## src/rtl/sar_defs_pkg.sv

```systemverilog
// sar_defs: shared state encoding and legal comparator codes for the SAR search controller.
package sar_defs;
  typedef enum logic [1:0] {IDLE = 2'd0, TEST = 2'd1, DONE = 2'd2} state_t;
  localparam logic [2:0] CMP_EQ = 3'b100;
  localparam logic [2:0] CMP_GT = 3'b010;
  localparam logic [2:0] CMP_LT = 3'b001;
endpackage

```

## src/rtl/sar_cmp_decode.sv

```systemverilog
// sar_cmp_decode: classifies one comparator decision into take/eq/invalid.
module sar_cmp_decode
  import sar_defs::*;
(
  input  logic cmp_aeb,
  input  logic cmp_agb,
  input  logic cmp_alb,
  output logic take,
  output logic eq,
  output logic invalid
);
  logic [2:0] code;
  assign code    = {cmp_aeb, cmp_agb, cmp_alb};
  assign take    = cmp_agb | cmp_aeb;
  assign eq      = cmp_aeb;
  assign invalid = (code != CMP_EQ) && (code != CMP_GT) && (code != CMP_LT);
endmodule

```

## src/rtl/sar_search_ctrl.sv

```systemverilog
// sar_search_ctrl: successive-approximation search driving a comparator b operand.
// Define SAR_EARLY_EXIT_EN to finish as soon as the comparator reports equality.
module sar_search_ctrl
  import sar_defs::*;
#(
  parameter int WIDTH = 4
) (
  input  logic                           clk,
  input  logic                           rst,
  input  logic                           start,
  output logic [WIDTH-1:0]               trial,
  input  logic                           cmp_aeb,
  input  logic                           cmp_agb,
  input  logic                           cmp_alb,
  output logic                           busy,
  output logic                           done,
  output logic [WIDTH-1:0]               result,
  output logic [$clog2(WIDTH+1)-1:0]     ncmp,
  output logic                           err
);
  localparam int IW = $clog2(WIDTH);
  localparam int NW = $clog2(WIDTH+1);
`ifdef SAR_EARLY_EXIT_EN
  localparam bit EARLY_EXIT = 1'b1;
`else
  localparam bit EARLY_EXIT = 1'b0;
`endif
  state_t         state_q, state_d;
  logic [WIDTH-1:0] acc_q, acc_d;
  logic [IW-1:0]  idx_q, idx_d;
  logic [NW-1:0]  ncmp_q, ncmp_d;
  logic           err_q, err_d;
  logic           take, eq, invalid, early;
  sar_cmp_decode u_dec (
    .cmp_aeb (cmp_aeb),
    .cmp_agb (cmp_agb),
    .cmp_alb (cmp_alb),
    .take    (take),
    .eq      (eq),
    .invalid (invalid)
  );
  assign early  = EARLY_EXIT & eq & ~invalid;
  assign busy   = state_q == TEST;
  assign done   = state_q == DONE;
  assign result = acc_q;
  assign ncmp   = ncmp_q;
  assign err    = err_q;
  always_comb begin
    state_d = state_q;
    acc_d   = acc_q;
    idx_d   = idx_q;
    ncmp_d  = ncmp_q;
    err_d   = err_q;
    trial   = busy ? (acc_q | (WIDTH'(1) << idx_q)) : acc_q;
    if (state_q == IDLE && start) begin
      state_d = TEST;
      acc_d   = '0;
      idx_d   = IW'(WIDTH-1);
      ncmp_d  = '0;
      err_d   = 1'b0;
    end else if (state_q == TEST) begin
      ncmp_d  = ncmp_q + 1'b1;
      acc_d   = (take && !invalid) ? trial : acc_q;
      err_d   = err_q | invalid;
      state_d = (idx_q == '0 || early) ? DONE : TEST;
      idx_d   = (idx_q == '0) ? idx_q : idx_q - 1'b1;
    end else if (state_q == DONE) begin
      state_d = IDLE;
    end
  end
  always_ff @(posedge clk) begin
    if (rst) begin
      state_q <= IDLE;
      acc_q   <= '0;
      idx_q   <= '0;
      ncmp_q  <= '0;
      err_q   <= 1'b0;
    end else begin
      state_q <= state_d;
      acc_q   <= acc_d;
      idx_q   <= idx_d;
      ncmp_q  <= ncmp_d;
      err_q   <= err_d;
    end
  end
endmodule

```

## config.mk

```make
export PLATFORM = sky130hd
export DESIGN_NAME = sar_search_ctrl
export DESIGN_NICKNAME = d
export VERILOG_FILES = /design/src/rtl/sar_defs_pkg.sv /design/src/rtl/sar_cmp_decode.sv /design/src/rtl/sar_search_ctrl.sv
export SDC_FILE = /design/constraint.sdc
export NUM_CORES = 1
export LEC_CHECK = 0
export ABC_AREA = 1
export ABC_CLOCK_PERIOD_IN_PS = 1600
export CAP_MARGIN = 15
export CORE_MARGIN = 4
export CORE_UTILIZATION = 45
export CTS_CLUSTER_DIAMETER = 30
export DETAILED_ROUTE_END_ITERATION = 8
export PLACE_DENSITY = 0.82
export SETUP_SLACK_MARGIN = 0.15
export SYNTH_ARGS = -nofsm -noshare
export SYNTH_HDL_FRONTEND = slang
export SYNTH_HIERARCHICAL = 1
export SYNTH_SLANG_ARGS = --single-unit
```

## constraint.sdc

```tcl
create_clock -name clk -period 1.6 [get_ports clk]
set_input_delay 0.4 -clock clk [delete_from_list [all_inputs] [get_ports clk]]
set_output_delay 0.4 -clock clk [all_outputs]
set_load 0.01 [all_outputs]
```

==> metrics.yaml <==
global_route:
  antenna_found_initial: 0
  grt_util_met1_pct: 18.2
  grt_max_degree: 8
  grt.met2_usage_pct: 32.6
  track_usage_pct: 17.9
  grt_pass1_wl_um: 2750
  grt_use_met3_pct: 4.98
  first_global_vias: 661
  grt_overflow: 0
  top_usage_layer: "met2"
clock_tree:
  tritoncts: "built"
  cts_sinks: 12
  insertion_delay_ns: 0.28
  cts_root_buf: "clkbuf_4"
  htreeDepth: 1
  path_clk_slew_ns: 0.07
  numCtsBuffers: 3
  cts_buffer_depth: 2
timing:
  fin_ws_ns: -0.0545
  tightestPinTransition_ns: 0.246
  rsz0062_at_grt: "yes"
  skew_ns: 0.00154
  slew_violations: 0
  max_slew_margin_pct: 83.5
  hold_ws_ns: 0.496
  post-route-period-util_pct: 103
  hold_viol_final: 0
  setup_violations: 3
  min_period_ns: 1.65
  fmax_ghz: 0.604
setup_path:
  worst-setup-path-type: "flop to output pin"
  start_kind: "flop"
  endpoint_kind: "output pin"
  critPathMaxFanout: 5
  arrival_ns: 1.25
  cp.required_ns: 1.20
yosys:
  synth.net_count: 104
  yosys_warnings: 6
  avgSynthCellArea_um2: 7.92
  synth_cells: 88
  netlist_area_um2: 697
floorplan:
  core_area_um2: 1380
  num_rows: 13
  die_h_um: 47.4
  die_area_um2: 2240
  die_x_um: 47.4
  pin_count: 20
  start_util_pct: 50.4
status:
  status: "finished, violations left"
  violations: "negative setup slack"
routing:
  first_pass_iters: 3
  via_per_inst: 4.80
  drt_first_iter_violations: 4
  vias: 686
  wire_per_inst_um: 12.4
  drc: 0
  drt-total-wl_um: 1780
  ant_nets: 0
pwr:
  power_w: 0.000884
  p_per_area_nw_per_um2: 785
  p_leak_nw: 0.568
  peakVddDrop_uv: 549
place:
  place_inst: 133
  port_buffers: 19
  place_hpwl_um: 1190
  place_congestion: 0.739
layout:
  antenna_cells: 0
  fillers: 88
  nets: 145
  fin_cells: 143
  drive_gt1_share_pct: 43.8
  syn_to_final_growth_pct: 61.6
  register_area_um2: 250
  multi_input_area_um2: 452
flow_run:
  max-cap-violations: 0
worst_hold_path:
  worstHoldPathType: "flop to flop"
## timing repair
item / 4_1_cts / 5_1_grt
hold buffers: 0 / 0
pin swaps: 1 / 3
resized for setup: 51 / 12
endpoints found under the setup margin: 14 / 14
cloned: 0 / 0
setup buffers: 3 / 3
## layer usage
| metal | share of wire, % | wire length (µm) |
|---|---|---|
| met2 | 52 | 933 |
| met4 | 1.7 | 31 |
| met5 | 0 | 0 |
| met3 | 5.3 | 95 |
| met1 | 40 | 717 |
## critical path: stages (launching register included)
cell and delay (ns):
dfxtp_2 0.34, inv_2 0.05, ha_4 0.16, buf_6 0.13, a21o_1 0.16, buf_2 0.14
## sequential cells by signal (all words and copies together), names as in the netlist
register,cells
err,1
idx_q,2
ncmp,3
result,4
state_q,2
## where the power goes
part	switching, W	internal [W]
clock	0.000102	0.000139
sequential	0.0000163	0.000318
combinational	0.000149	0.000160
total	0.000268	0.000616
## stage by stage
| stage | worst slack (ns) | TNS [ns] | util, % | instance area (µm²) |
|---|---|---|---|---|
| 2_1_floorplan | 0.302 | 0 | - | 697 |
| 3_3_place_gp | -0.221 | -0.772 | 71.2 | 985 |
| 3_5_place_dp | -0.265 | -1.02 | 71.2 | 985 |
| 4_1_cts | -0.0545 | -0.127 | 78.0 | 1080 |
| 5_1_grt | -0.0869 | -0.209 | 81.4 | 1130 |
| 6_report | -0.0545 | -0.117 | 81.4 | 1130 |
## final timing paths
check / start / slack [ns] / to / cells after the start
max reg2reg: state_q[1]$_SDFFE_PP0P_ / 0.20 / result[2]$_SDFFE_PP0P_ / 10
max: state_q[1]$_SDFFE_PP0P_ / -0.05 / trial[3] / 5
min: ncmp[1]$_SDFFE_PP0N_ / 0.50 / ncmp[1]$_SDFFE_PP0N_ / 2
min reg2reg: ncmp[1]$_SDFFE_PP0N_ / 0.50 / ncmp[1]$_SDFFE_PP0N_ / 2
## cell usage in the layout (no fill, tap or decap)
cell type	instances
nand2_2	5
buf_2	3
clkbuf_4	3
a21oi_4	1
buf_6	7
inv_2	5
dfxtp_2	2
nand3_1	4
inv_1	5
xnor2_1	1
dlygate4sd2_1	8
nor2_1	9
clkdlybuf4s50_1	5
dfxtp_1	8
clkbuf_8	1
ha_2	3
a21o_1	3
a31oi_1	1
dfxtp_4	2
ha_1	4
nor2_2	3
buf_4	14
a21oi_2	1
o21bai_4	1
a21oi_1	5
nand2_1	19
inv_4	2
ha_4	3
## final cells by class
| type | instances | area share [%] |
|---|---|---|
| clock buffers | 4 | 3.22 |
| inverters | 12 | 4.44 |
| repair buffers | 37 | 28.3 |
| flip-flops and latches | 12 | 22.2 |
| multi-input cells | 63 | 40.1 |
| well taps | 15 | 1.67 |
(Power assumes the default switching activity.)
